`src/rtl/ext_write_post_buffer.sv`:
```
// ext_write_post_buffer
//
// Sits between the core-side external-memory port and the external memory
// system. Single-word writes are posted into a small FIFO and acknowledged
// one cycle after acceptance. Every other request (reads, block requests,
// clear) is held and forwarded in order, only after all earlier posted
// writes have drained, so read-after-write ordering is preserved.
//
// Ports
//   clock_i / resetn_i          clock, asynchronous active-low reset
//   core_*_i                    request from the internal system
//   core_ready_o                buffer can accept a request this cycle
//   core_done_o                 completion pulse (posted ack or forwarded done)
//   core_valid_o / core_data_o  read data from a forwarded request
//   mem_*_o                     request to the external system
//   mem_ready_i / mem_done_i    downstream handshake
//   mem_valid_i / mem_data_i    downstream read data
//   occupancy_o                 posted-write FIFO fill level (0..DEPTH)
//
// State        | meaning
// -------------+-----------------------------------------------------------
// S_IDLE       | nothing outstanding, no held request; drains FIFO head
// S_DRAIN_WAIT | a drained write is outstanding downstream, wait mem_done_i
// S_HOLD       | non-posted request held; drain FIFO first, then forward it
// S_FWD_WAIT   | held request forwarded; pass read data/done back to core

module ext_write_post_buffer #(
    parameter int BW_ADDR = 27,
    parameter int DEPTH   = 4
) (
    input  logic                       clock_i,
    input  logic                       resetn_i,
    input  logic                       core_req_i,
    input  logic                       core_reqBlock_i,
    input  logic                       core_rw_i,
    input  logic                       core_clear_i,
    input  logic [BW_ADDR-1:0]         core_add_i,
    input  logic [31:0]                core_data_i,
    output logic                       core_ready_o,
    output logic                       core_done_o,
    output logic                       core_valid_o,
    output logic [31:0]                core_data_o,
    output logic                       mem_req_o,
    output logic                       mem_reqBlock_o,
    output logic                       mem_rw_o,
    output logic                       mem_clear_o,
    output logic [BW_ADDR-1:0]         mem_add_o,
    output logic [31:0]                mem_data_o,
    input  logic                       mem_ready_i,
    input  logic                       mem_done_i,
    input  logic                       mem_valid_i,
    input  logic [31:0]                mem_data_i,
    output logic [$clog2(DEPTH):0]     occupancy_o
);

    localparam int PW = $clog2(DEPTH);
    localparam logic [PW:0] FULL_CNT = (PW+1)'(DEPTH);

    typedef enum logic [1:0] {
        S_IDLE       = 2'd0,
        S_DRAIN_WAIT = 2'd1,
        S_HOLD       = 2'd2,
        S_FWD_WAIT   = 2'd3
    } state_t;

    state_t r_state;
    state_t w_next;

    logic [BW_ADDR-1:0] r_fifo_add  [DEPTH];
    logic [31:0]        r_fifo_data [DEPTH];
    logic [PW-1:0]      r_wr_ptr;
    logic [PW-1:0]      r_rd_ptr;
    logic [PW:0]        r_count;

    logic               r_held;
    logic               r_h_block;
    logic               r_h_rw;
    logic               r_h_clear;
    logic [BW_ADDR-1:0] r_h_add;

    logic               r_ack;
    // Holds core_ready_o low during reset and releases it on the first edge after.
    logic               r_run;

    logic w_empty;
    logic w_full;
    logic w_accept;
    logic w_posted;
    logic w_push;
    logic w_capture;
    logic w_drain_issue;
    logic w_fwd_issue;
    logic w_pop;
    logic w_fwd_xfer;

    assign w_empty   = (r_count == '0);
    assign w_full    = (r_count == FULL_CNT);

    // Accepting is only possible with no held request, so a posted ack can
    // never coincide with a forwarded done on core_done_o.
    assign core_ready_o = r_run && !r_held && !w_full &&
                          ((r_state == S_IDLE) || (r_state == S_DRAIN_WAIT));

    assign w_accept  = core_req_i && core_ready_o;
    assign w_posted  = core_rw_i && !core_reqBlock_i && !core_clear_i;
    assign w_push    = w_accept && w_posted;
    assign w_capture = w_accept && !w_posted;

    // Posted writes always go out before a held request.
    assign w_drain_issue = ((r_state == S_IDLE) || (r_state == S_HOLD)) && !w_empty;
    assign w_fwd_issue   = (r_state == S_HOLD) && w_empty;
    assign w_pop         = w_drain_issue && mem_ready_i;
    assign w_fwd_xfer    = w_fwd_issue && mem_ready_i;

    // State register
    always_ff @(posedge clock_i or negedge resetn_i) begin
        if (!resetn_i) begin
            r_state <= S_IDLE;
        end else begin
            r_state <= w_next;
        end
    end

    // Next-state logic
    always_comb begin
        w_next = r_state;
        case (r_state)
            S_IDLE: begin
                if (w_pop)          w_next = S_DRAIN_WAIT;
                else if (w_capture) w_next = S_HOLD;
            end
            S_DRAIN_WAIT: begin
                // A request may have been captured while the drain was in flight.
                if (mem_done_i) w_next = (r_held || w_capture) ? S_HOLD : S_IDLE;
            end
            S_HOLD: begin
                if (w_pop)           w_next = S_DRAIN_WAIT;
                else if (w_fwd_xfer) w_next = S_FWD_WAIT;
            end
            S_FWD_WAIT: begin
                if (mem_done_i) w_next = S_IDLE;
            end
            default: w_next = S_IDLE;
        endcase
    end

    // Output logic
    always_comb begin
        mem_req_o      = 1'b0;
        mem_reqBlock_o = 1'b0;
        mem_rw_o       = 1'b0;
        mem_clear_o    = 1'b0;
        mem_add_o      = '0;
        mem_data_o     = '0;
        if (w_drain_issue) begin
            mem_req_o  = 1'b1;
            mem_rw_o   = 1'b1;
            mem_add_o  = r_fifo_add[r_rd_ptr];
            mem_data_o = r_fifo_data[r_rd_ptr];
        end else if (w_fwd_issue) begin
            mem_req_o      = 1'b1;
            mem_reqBlock_o = r_h_block;
            mem_rw_o       = r_h_rw;
            mem_clear_o    = r_h_clear;
            mem_add_o      = r_h_add;
            mem_data_o     = core_data_i;
        end else if (r_state == S_FWD_WAIT) begin
            // Later beats of a block write stream straight through.
            mem_data_o = core_data_i;
        end
    end

    assign core_valid_o = (r_state == S_FWD_WAIT) && mem_valid_i;
    assign core_data_o  = (r_state == S_FWD_WAIT) ? mem_data_i : 32'd0;
    assign core_done_o  = r_ack || ((r_state == S_FWD_WAIT) && mem_done_i);
    assign occupancy_o  = r_count;

    // FIFO pointers, fill level, posted ack, run flag
    always_ff @(posedge clock_i or negedge resetn_i) begin
        if (!resetn_i) begin
            r_wr_ptr <= '0;
            r_rd_ptr <= '0;
            r_count  <= '0;
            r_ack    <= 1'b0;
            r_run    <= 1'b0;
        end else begin
            r_run <= 1'b1;
            r_ack <= w_push;
            if (w_push) r_wr_ptr <= r_wr_ptr + PW'(1);
            if (w_pop)  r_rd_ptr <= r_rd_ptr + PW'(1);
            case ({w_push, w_pop})
                2'b10:   r_count <= r_count + 1'b1;
                2'b01:   r_count <= r_count - 1'b1;
                default: r_count <= r_count;
            endcase
        end
    end

    // FIFO storage; contents are don't-care while the entry is not valid.
    always_ff @(posedge clock_i) begin
        if (w_push) begin
            r_fifo_add[r_wr_ptr]  <= core_add_i;
            r_fifo_data[r_wr_ptr] <= core_data_i;
        end
    end

    // Hold register for the single outstanding non-posted request
    always_ff @(posedge clock_i or negedge resetn_i) begin
        if (!resetn_i) begin
            r_held    <= 1'b0;
            r_h_block <= 1'b0;
            r_h_rw    <= 1'b0;
            r_h_clear <= 1'b0;
            r_h_add   <= '0;
        end else if (w_capture) begin
            r_held    <= 1'b1;
            r_h_block <= core_reqBlock_i;
            r_h_rw    <= core_rw_i;
            r_h_clear <= core_clear_i;
            r_h_add   <= core_add_i;
        end else if (w_fwd_xfer) begin
            r_held <= 1'b0;
        end
    end

endmodule
```
`config.mk`:
```
export PLATFORM = sky130hd
export DESIGN_NAME = ext_write_post_buffer
export DESIGN_NICKNAME = d
export VERILOG_FILES = /design/src/rtl/ext_write_post_buffer.sv
export SDC_FILE = /design/constraint.sdc
export NUM_CORES = 1
export LEC_CHECK = 0
export CAP_MARGIN = 15
export CORE_ASPECT_RATIO = 1.1
export CORE_MARGIN = 3
export CORE_UTILIZATION = 45
export CTS_CLUSTER_DIAMETER = 100
export DETAILED_ROUTE_END_ITERATION = 8
export GPL_ROUTABILITY_DRIVEN = 1
export PLACE_DENSITY = 0.7
export SYNTH_ARGS = -nofsm -noshare
export SYNTH_HDL_FRONTEND = slang
export SYNTH_SLANG_ARGS = --single-unit
```
`constraint.sdc`:
```
create_clock -name clock_i -period 7.9 [get_ports clock_i]
set_input_delay 1.185 -clock clock_i [delete_from_list [all_inputs] [get_ports clock_i]]
set_output_delay 1.185 -clock clock_i [all_outputs]
set_load 0.005 [all_outputs]
```
# After elaboration in Yosys (flattened, before gate mapping)
# Memories as Yosys holds them, arrays and structs flattened.
# Index checks and enable logic that the tools add are counted.
# op_classes
n_addsub,4
eq_ne,10
mux,27
reduce_logical,29
# op_table
cell,count
$mux 32,4
$mux 27,2
$logic_and 1x1->1,14
$mux 2,7
$mux 1,12
$pmux 2 s4,1
$eq 2x2->1 const B,3
$logic_not 1->1,6
$ne 3x3->1 const B,2
$pmux 3 s2,1
$add 2x1->2 const B,2
$eq 2x1->1 const B,2
$logic_or 1x1->1,4
$ne 2x2->1 const B,2
$reduce_and 4->1,1
$reduce_bool 2->1,2
$add 3x1->3 const B,1
$eq 3x3->1 const B,1
$logic_not 3->1,1
$sub 3x1->3 const B,1
$logic_not 2->1,1
# word_totals
regBits,42
ram_bits,236
n_memories,2
# memory_table
memory,depth,word_bits,rd,rd_clocked_by_memory_dff,write_ports,line_no,source
r_fifo_data,4,32,1,0,1,70,logic [31:0] r_fifo_data [DEPTH];
r_fifo_add,4,27,1,0,1,69,logic [BW_ADDR-1:0] r_fifo_add [DEPTH];

# Logic depth before layout (Yosys ltp)
# logic_depth
depth_word,10
depth_mapped,10
depth_no_buf,10

# Worst setup path after synthesis
# Ideal clock, no wire load.
# synth_timing
path_kind,input to register
start,input port core_reqBlock_i
end,"memory r_fifo_add[0][0], enable pin"
setup_time_ps,423
t_arrival_ps,3306
t_required_ps,7477
setup_slack_ps,4171
path_stages,3
n_path_buf,0
cell_sequence,or3b_4 > nor2_2 > and2_1
# synth_via
elab_chain_cells,6
# synth_rtl
element,line_no,source
from (decl),34,"input logic core_reqBlock_i,"
$logic_not 1->1,105,assign w_posted = core_rw_i && !core_reqBlock_i && !core_clear_i;
$logic_and 1x1->1 (2 in series),105,
$logic_and 1x1->1,106,assign w_push = w_accept && w_posted;
named net w_push,89,logic w_push;
$mux 1,201,if (w_push) begin
$mux 1 (implied by the code),202,r_fifo_add[r_wr_ptr] <= core_add_i;
to (decl),69,
# The timed path passes the listed nets, and every way through them passes these cells.

# Final worst setup path
# layout_timing
start,register r_state[0]
end,output port mem_data_o[31]
# layout_via
elab_chain_cells,4
word_cells_on_any_way,9
cone_classes,eq/ne: 2; mux: 3; reduce/logical: 4
# layout_rtl
element,line_no,source
from (decl),66,state_t r_state;
from (signal assigned),120,r_state <= w_next;
"$eq 2x2->1, or another cell as far along",167,end else if (r_state == S_FWD_WAIT) begin
"$mux 32, or another cell as far along",167,
$mux 32 or $logic_and 1x1->1 (tied branches),"160, 110",
$mux 32 *,155,if (w_drain_issue) begin
to (decl),48,"output logic [31:0] mem_data_o,"
# Mark *: on every way between the ends. The rest lies on a longest branch, timed or not.

==> run metrics <==
worst path required time=6.71 ns; ratio of cells with drive above 1 in the final layout=16.98%; reg-to-reg slack, setup=5.30 ns; wire length per cell=21.77 um; crit path launch type=register; met2 WL post-DR=12,880 um; Synth area leaders=edfxtp_1, mux4_2, dfrtp_1, mux2_4, nand2_1; final non-filler cell total=1,153; gpl congestion=0.8019; H-tree depth=1; Comb pwr share=33.4%; DP Worst Slack=3.674 ns; number of synthesized flops with an enable pin=236; number of global-route vias before repair=7,017; CP Class=register to primary output; largest family of logic cells by synthesized area=multiplexers; max_cap viols=0; Slowest cell on crit path=dfrtp_1; routed vias=6,342; Initial Utilization=46.12%; Num CTS Buffers=28; number of remaining DRC errors=0; Max FO, Critical Path=76; Worst R2R Path Depth=7; Layout Area Growth over Synthesis=27.70%; first-pass GRT wire length=39,630 um; delay-heaviest family, CP=buffers and inverters; final wirelength=25,100 um; Synth area leader=edfxtp_1; Max Slew Vio Count=0; xor/xnor share of the synthesized area=0.4627%; number of instances in the placed design=1,099; simple-gate portion of the synthesized area=5.365%; Synth top cells by count=edfxtp_1, nand2_1, mux4_2, dfrtp_1, and3_1; Worst R2R End=occupancy_o[2]; Reg power frac=39.8%; measured slew at the worst slew-check pin=1.066 ns; Synth Area in Compound Gates=4.253%; setup ws final=3.120 ns; Die Span Y=172.6 um; Arrival @ worst endpoint=3.60 ns; Worst Setup SP=r_state[0]; wire length on met3=1585 um; TritonCTS clock tree=done; adder and majority cell fraction of the synthesized area=0.7271%; number of port buffers=200; DRT Pass-1 Iters=5; post-synthesis mux area share=15.31%; GRT Total Usage=18.47%; final setup fails=0; initial antenna violation count=0; Post-synth ARST share=15.11%; pwr/cell area=321.0 mW/mm2; Psw=1.307 mW; DRC marker count from the first detailed-route iteration=433; top sig layer=met4; M1 wire length=10,210 um; reg2reg start=r_state[0]; Cells after Synth=625; Nets=926; Core Region=0.02462 mm2; Critical Path, Cell by Cell=nor2_4 > buf_4 > o21ai_0 > clkdlybuf4s50_1; clk sinks=278; clock power share=26.9%; CP max stage delay=0.78 ns; P_leak=5.168 nW; VDD IR max=225.8 uV; largest net degree at the start of global routing=77; vias per inst=5.500; fmax=0.2092 GHz; Hold Fails Final Rpt=0; worst skew pair latency=0.53 ns; period utilisation layout=60.51%; Critical Path Sink Type=primary output; top-count cell post-synth=edfxtp_1; setup TNS=0 ns; Synth cell types=37; main flop type after synthesis=edfxtp_1; Routed Antenna Nets=0; Rel. slew slack=28.93%; width of the die=157.5 um; total grt overflow=0; fin util=58.90%; end point of the critical path=mem_data_o[31]; Rows=60; WP depth=4; YS warnings=0; FILL cells=1,891; syn_area_per_cell=18.17 um2; # Post-CTS Setup Buffers=0; Synth Register Bits=278; Mapped Area=0.01136 mm2; WP buf/inv=2; Seq/Total Area, Yosys=71.65%; PostCTS Resize Cnt=0; I/O pin cnt=201; Final Critical Period=4.780 ns; CTS Hold Buffers Added=0; status=complete, no violations; Final Skew=0.009145 ns; post-detail-place hpwl=14,800 um; RSZ-0062 raised after global routing=false; switch share=28.08%; area fraction of the dominant cell type after synthesis=62.40%; CTS root buf=clkbuf_16; Die Area=0.02718 mm2; syn nets=731; worst hold-check path type=register to register; Max Buffers Root-to-Sink=3; Clk pin slew, worst setup/hold paths=0.06 ns; Pint=3.348 mW
==> cell families (layout without fill, tap and decap cells) <==
logic type / count (synthesis) / after routing
flops: 278 / 278
mux: 89 / 89
compound gates: 71 / 71
fa+ha+maj: 6 / 6
simple gates: 122 / 122
other cells: 1 / 2
xor+xnor: 6 / 6
buf+inv: 52 / 269
==> area by class of cell <==
cell class / instances / area [um2] / share of cell area [%]
flip-flops and latches: 278 / 8144 / 56.16
well taps: 310 / 387.9 / 2.674
inverters: 11 / 41.29 / 0.2847
clock buffers: 44 / 842.1 / 5.806
multi-input cells: 295 / 2988 / 20.60
diodes: 1 / 2.502 / 0.01725
repair buffers: 206 / 2054 / 14.17
clock inverters: 8 / 42.54 / 0.2933
==> power groups by stage <==
stage | combinational [mW] | clock, mW | sequential [mW]
floorplan | 0.934 | 0 | 1.77
global placement | 1.51 | 0 | 1.91
detailed placement | 1.52 | 0 | 1.93
CTS | 1.54 | 1.28 | 1.90
global route | 1.69 | 1.34 | 1.88
finish | 1.55 | 1.25 | 1.85
==> state kept, by name, indices dropped and copies added, names as in the netlist, 2 cells and up <==
register,count
r_h_add,27
r_wr_ptr,2
r_fifo_add,108
r_fifo_data,128
r_state,2
occupancy_o,3
r_rd_ptr,2
==> worst min path at each step <==
stage                           start     endpoint  slack, ns  cells after the start
final                      r_h_add[9]   r_h_add[9]       0.49                      1
after global routing      r_h_add[12]  r_h_add[12]       0.51                      1
after CTS                  r_h_add[9]   r_h_add[9]       0.50                      1
after detailed placement    r_h_block    r_h_block       0.48                      1
after global placement    r_h_add[10]  r_h_add[10]       0.47                      1
after floorplan             r_h_block    r_h_block       0.46                      1
==> per-layer routing <==
layer	GRT usage, %	vias up
met5	0	-
met4	3.725	0
met3	3.905	32
met2	31.51	181
met1	24.75	3282
li1	-	2847
==> stage by stage <==
stage	cell area (um2)	power [mW]	hold slack, ns
2_1_floorplan	11360	2.706	0.4577
3_3_place_gp	13600	3.418	0.4741
3_5_place_dp	13600	3.450	0.4791
4_1_cts	14480	4.712	0.4953
5_1_grt	14500	4.904	0.5076
6_report	14500	4.655	0.4948
==> cell usage in the layout (no fill, tap or decap), types with 5 or more instances in the layout <==
cell / Yosys / layout
dfrtp_1: 42 / 39
mux2_4: 20 / 20
mux2_1: 6 / 6
ha_1: 5 / 5
clkdlybuf4s50_1: 0 / 199
mux4_2: 59 / 59
buf_4: 0 / 5
edfxtp_1: 236 / 236
o21ai_0: 33 / 33
inv_1: 11 / 11
and3_1: 35 / 35
clkbuf_8: 0 / 6
clkbuf_16: 0 / 29
nand2_1: 68 / 68
a22o_1: 29 / 29
clkbuf_1: 30 / 9
Power figures use the tool's default switching activity.
